===== src/rtl/vga_line_fetcher.sv =====
// Fetches one video line into a downstream FIFO, either from memory in bursts
// or from a built-in test pattern generator (ramps / checkerboard).
module vga_line_fetcher #(
  parameter int H_ACTIVE   = 1024,
  parameter int DATA_W     = 8,
  parameter int ADDR_W     = 24,
  parameter int BURST_LEN  = 8,
  parameter int FIFO_DEPTH = 512,
  parameter int LINE_W     = 13
) (
  input  logic                          iCLK,
  input  logic                          iRST,
  input  logic                          iLOAD_REQ,
  input  logic [LINE_W-1:0]             iLOAD_VLINE,
  input  logic [1:0]                    iMODE,
  input  logic [DATA_W-1:0]             iTEST_LEVEL,
  input  logic [ADDR_W-1:0]             iBASE_ADDR,
  output logic                          oRD_REQ,
  output logic [ADDR_W-1:0]             oRD_ADDR,
  input  logic                          iRD_GNT,
  input  logic                          iRD_VALID,
  input  logic [DATA_W-1:0]             iRD_DATA,
  output logic [DATA_W-1:0]             oWDATA,
  output logic                          oWEN,
  input  logic [$clog2(FIFO_DEPTH):0]   iWUSEDW,
  output logic                          oBUSY,
  output logic                          oDONE,
  output logic                          oOVERRUN
);

  localparam int PIX_W  = $clog2(H_ACTIVE + 1);
  localparam int BEAT_W = $clog2(BURST_LEN + 1);
  localparam int FW     = $clog2(FIFO_DEPTH) + 1;

  typedef enum logic [2:0] {S_IDLE, S_REQ, S_DATA, S_PAT, S_DONE} state_t;

  state_t              r_state;
  logic [LINE_W-1:0]   r_line;
  logic [1:0]          r_mode;
  logic [DATA_W-1:0]   r_level;
  logic [PIX_W-1:0]    r_pix;
  logic [BEAT_W-1:0]   r_beat;
  logic [FW-1:0]       r_inflight;
  logic                r_rd_req;
  logic [ADDR_W-1:0]   r_rd_addr;
  logic [DATA_W-1:0]   r_wdata;
  logic                r_wen;
  logic                r_busy;
  logic                r_done;
  logic                r_overrun;

  logic                w_space_ok;
  logic                w_pat_ok;
  logic                w_last_pix;
  logic [ADDR_W-1:0]   w_addr;
  logic [DATA_W-1:0]   w_pat;
  logic [FW-1:0]       w_inc;
  logic [FW-1:0]       w_dec;

  // In-flight pixels are granted beats not yet written; usedw lags our writes.
  assign w_space_ok = (32'(iWUSEDW) + 32'(r_inflight) + 32'(BURST_LEN)) <= 32'(FIFO_DEPTH);
  assign w_pat_ok   = 32'(iWUSEDW) < 32'(FIFO_DEPTH - 1);
  assign w_last_pix = (r_pix == PIX_W'(H_ACTIVE - 1));
  assign w_addr     = iBASE_ADDR + ADDR_W'(r_line) * ADDR_W'(H_ACTIVE) + ADDR_W'(r_pix);
  assign w_inc      = (r_state == S_REQ && r_rd_req && iRD_GNT) ? FW'(BURST_LEN) : '0;
  assign w_dec      = (r_wen && r_mode == 2'd0) ? FW'(1) : '0;

  always_comb begin
    w_pat = '0;
    case (r_mode)
      2'd1:    w_pat = DATA_W'(r_pix) + r_level;
      2'd2:    w_pat = DATA_W'(r_line) + r_level;
      2'd3:    w_pat = (r_pix[3] ^ r_line[3]) ? r_level : '0;
      default: w_pat = '0;
    endcase
  end

  always_ff @(posedge iCLK) begin
    if (iRST) begin
      r_state    <= S_IDLE;
      r_line     <= '0;
      r_mode     <= '0;
      r_level    <= '0;
      r_pix      <= '0;
      r_beat     <= '0;
      r_inflight <= '0;
      r_rd_req   <= 1'b0;
      r_rd_addr  <= '0;
      r_wdata    <= '0;
      r_wen      <= 1'b0;
      r_busy     <= 1'b0;
      r_done     <= 1'b0;
      r_overrun  <= 1'b0;
    end else begin
      r_wen      <= 1'b0;
      r_done     <= 1'b0;
      r_inflight <= r_inflight + w_inc - w_dec;
      if (iLOAD_REQ && r_state != S_IDLE) r_overrun <= 1'b1;

      case (r_state)
        S_IDLE: begin
          if (iLOAD_REQ) begin
            r_line  <= iLOAD_VLINE;
            r_mode  <= iMODE;
            r_level <= iTEST_LEVEL;
            r_pix   <= '0;
            r_beat  <= '0;
            r_busy  <= 1'b1;
            r_state <= (iMODE == 2'd0) ? S_REQ : S_PAT;
          end
        end
        S_REQ: begin
          // Once raised, request and address stay frozen until granted.
          if (!r_rd_req) begin
            if (w_space_ok) begin
              r_rd_req  <= 1'b1;
              r_rd_addr <= w_addr;
            end
          end else if (iRD_GNT) begin
            r_rd_req <= 1'b0;
            r_beat   <= '0;
            r_state  <= S_DATA;
          end
        end
        S_DATA: begin
          if (iRD_VALID) begin
            r_wen   <= 1'b1;
            r_wdata <= iRD_DATA;
            r_pix   <= r_pix + PIX_W'(1);
            r_beat  <= r_beat + BEAT_W'(1);
            if (w_last_pix) begin
              r_done  <= 1'b1;
              r_state <= S_DONE;
            end else if (r_beat == BEAT_W'(BURST_LEN - 1)) begin
              r_state <= S_REQ;
            end
          end
        end
        S_PAT: begin
          if (w_pat_ok) begin
            r_wen   <= 1'b1;
            r_wdata <= w_pat;
            r_pix   <= r_pix + PIX_W'(1);
            if (w_last_pix) begin
              r_done  <= 1'b1;
              r_state <= S_DONE;
            end
          end
        end
        S_DONE: begin
          r_busy  <= 1'b0;
          r_state <= S_IDLE;
        end
        default: r_state <= S_IDLE;
      endcase
    end
  end

  assign oRD_REQ  = r_rd_req;
  assign oRD_ADDR = r_rd_addr;
  assign oWDATA   = r_wdata;
  assign oWEN     = r_wen;
  assign oBUSY    = r_busy;
  assign oDONE    = r_done;
  assign oOVERRUN = r_overrun;

endmodule


===== config.mk =====
export PLATFORM = sky130hd
export DESIGN_NAME = vga_line_fetcher
export DESIGN_NICKNAME = d
export VERILOG_FILES = /design/src/rtl/vga_line_fetcher.sv
export SDC_FILE = /design/constraint.sdc
export NUM_CORES = 1
export LEC_CHECK = 0
export CAP_MARGIN = 20
export CORE_MARGIN = 1.5
export CORE_UTILIZATION = 35
export CTS_BUF_LIST = sky130_fd_sc_hd__clkbuf_16
export CTS_CLUSTER_DIAMETER = 120
export DETAILED_ROUTE_END_ITERATION = 8
export GPL_TIMING_DRIVEN = 0
export HOLD_SLACK_MARGIN = 0.03
export SYNTH_ARGS = -nofsm -noshare
export SYNTH_HDL_FRONTEND = slang
export SYNTH_SLANG_ARGS = --single-unit

===== constraint.sdc =====
create_clock -name iCLK -period 6 [get_ports iCLK]
set_input_delay 0.6 -clock iCLK [delete_from_list [all_inputs] [get_ports iCLK]]
set_output_delay 0.6 -clock iCLK [all_outputs]
set_load 0.01 [all_outputs]

==> metrics.cfg <==
[outcome]
run_status=finished clean

[setup_path]
endpoint_kind=flip-flop
timing.critical_path.from_type=input pin
timing.critical_path.required_ps=6220
cp_max_fo=10
criticalPathCategory=in2reg
worst_ep_arrival_time_ps=3830

[global_routing]
global_route.overflow_total=0
number_of_antenna_violations_at_the_first_check_in_global_routing=0
largest_net_degree_at_the_start_of_global_routing=16
grt_pass1_vias=5237
grt_pass1_wl_um=26100
grt.total_usage_pct=18.3

[power_and_ir_drop]
power.ir.vdd_worst_mv=0.165
power_mw=2.49
p_per_area_mw_per_mm2=316
p_leak_nw=3.25

[routing]
post_drt_via_cell_ratio=5.08
residual_drc_count=0
number_of_nets_with_antenna_violations_after_routing=0
detailedRoute.firstIterationViolations=297
drt-total-wl_um=16700
routed_wire_per_std_cell_um=15.4
detail_route.first_pass.iterations=5
routed-via-count=5510

[job]
drv.max_cap_violation_count=0

[timing]
worst_pin_slew_ps=705
min_period_ps=3610
clock.fmax_mhz=277
final_hold_viol_count=0
final_setup_violation_count=0
slew_headroom_pct=52.4
finalClockSkew_ps=6.76
finalHoldWorstSlack_ps=461
post-route-period-util_pct=60.2
post-route-worst-setup-slack_ps=2390
setup_total_negative_slack_ps=0
maxSlewViolCount=0
unrepaired_setup_endpoints_after_global_routing=false

[placement]
hpwlAfterDp_um=13400
io_buffers=105
place.gp.congestion=0.860
dp_worst_setup_slack_ps=2000
dpl_cell_area_mm2=0.00758

[final_layout]
final_cell_area_mm2=0.00788
final_net_count=1014
post_route_cells_drive_above_1_share_pct=6.88
filler_cell_count=1756
areaGrowthSynthToFinish_pct=26.1

[clocking]
max-clock-path-buffers=2
h_tree_depth_reported_by_cts=3
root_buffer=clkbuf_16
post_cts_resized=0
clk_pin_slew_worst_paths_ps=70
clkLatencyLatePin_ps=350
hold_buffers=0
tritoncts_clock_tree=done
clock_sinks=88
post_cts.repair.setup_buffers=0
tritoncts.num_buffers=9

[synth]
synth_edf_count=0
synth_area_leader_cell=dfxtp_1
post_synth.cell_area_avg_um2=8.48
synth.yosys.seq_area_share_pct=28.2
netlist_top_cells_area=dfxtp_1 28%, ha_1 17%, a21oi_1 5.9%
netlist_instances=737
synth_cell_type_count=62
synth_top_cells_by_count=88 x dfxtp_1, 86 x ha_1, 79 x nand2_1
synth_seq_cells=88
yosysMostFrequentCell=dfxtp_1
synth_ff_type=dfxtp_1
syn-num-nets=898
synth_top_area_share_pct=28.2
async_reset_ff_share_pct=0
synth_area_mm2=0.00625
yosysWarningCount=0

[floorplan]
die_area_mm2=0.0187
die-width_um=137
dieHeight_um=137
design.portCount=107
fp-row-count=48
initial_core_utilization_pct=36.0
core_area_mm2=0.0174

[min_path]
timing.hold.worst.class=reg2reg

[path summary, 6_finish.rpt]
check	startpoint	endpoint	slack, ps	cells past startpoint
max	iWUSEDW[1]	oRD_ADDR[0]$_SDFFE_PP0P_	2390	15
min	r_line[8]$_SDFFE_PP0P_	r_line[8]$_SDFFE_PP0P_	460	2
max reg2reg	r_inflight[1]$_SDFF_PP0_	oRD_ADDR[0]$_SDFFE_PP0P_	2690	14
min reg2reg	r_line[8]$_SDFFE_PP0P_	r_line[8]$_SDFFE_PP0P_	460	2
[stage by stage]
step / std cells / util [%]
3_5_place_dp: 1067 / 43.7
6_report: 1084 / 45.4
2_1_floorplan: 737 / -
5_1_grt: 1083 / 45.4
4_1_cts: 1083 / 45.4
3_3_place_gp: 1067 / 43.7
[cells by family after synthesis]
group	after synthesis	share of synthesized area, %
AND/OR/NAND/NOR	240	18.1
AO/OA/AOI/OAI	173	17.9
XOR/XNOR	49	6.87
flip-flops	88	28.2
adder cells (fa/ha/maj)	91	18.8
multiplexers	30	4.94
buffers and inverters	66	5.16
[metal layers]
| layer | global-route usage (%) | vias to the layer above | routed length, µm |
|---|---|---|---|
| met1 | 25.0 | 2556 | 8220 |
| li1 | - | 2837 | - |
| met4 | 5.26 | 0 | 257 |
| met5 | 0 | - | 0 |
| met2 | 29.4 | 100 | 7590 |
| met3 | 3.07 | 17 | 674 |
[sequential cells by signal (all words and copies together) (netlist names)]
register	cells
oWDATA	8
r_state	3
oOVERRUN	1
oRD_ADDR	24
r_mode	2
oBUSY	1
oWEN	1
r_pix	11
r_level	8
oDONE	1
oRD_REQ	1
r_beat	4
r_inflight	10
r_line	13
[cell type report]
class | instances | area (µm²) | share of cell area [%]
clock buffers | 9 | 225 | 2.86
multi-input cells | 583 | 4170 | 52.9
inverters | 40 | 155 | 1.97
well taps | 225 | 282 | 3.57
repair buffers | 105 | 1050 | 13.3
clock inverters | 7 | 71.3 | 0.905
diodes | 1 | 2.50 | 0.0317
plain buffers | 26 | 168 | 2.13
flip-flops and latches | 88 | 1760 | 22.3
[worst max-delay path, stage by stage]
cell,delay (ps)
clkdlybuf4s50_1,420
ha_1,290
ha_1,180
inv_1,60
fa_1,410
nand2b_1,190
a21oi_1,170
o31ai_1,110
a2111oi_2,300
nand3_1,170
a211oi_2,290
buf_6,220
buf_12,170
mux2i_1,190
nor2_1,50
[power by group]
group	internal, mW	switching, mW	total, mW
Clock	0.323	0.249	0.572
Sequential	0.679	0.0710	0.750
Combinational	0.558	0.607	1.17
[cell usage in the layout, fill, tap and decap left out, types with 7 or more instances in the layout]
| cell type | n |
|---|---|
| a21o_1 | 14 |
| a21oi_1 | 74 |
| a31oi_1 | 7 |
| clkbuf_1 | 16 |
| clkbuf_16 | 9 |
| clkdlybuf4s50_1 | 105 |
| dfxtp_1 | 88 |
| ha_1 | 86 |
| inv_1 | 39 |
| mux2_2 | 7 |
| mux2i_1 | 23 |
| nand2_1 | 79 |
| nand2b_1 | 7 |
| nand3_1 | 18 |
| nor2_1 | 69 |
| nor3_1 | 17 |
| o21ai_0 | 27 |
| xnor2_1 | 32 |
| xor2_1 | 17 |
Note: power is estimated with default switching activity, not from simulation.
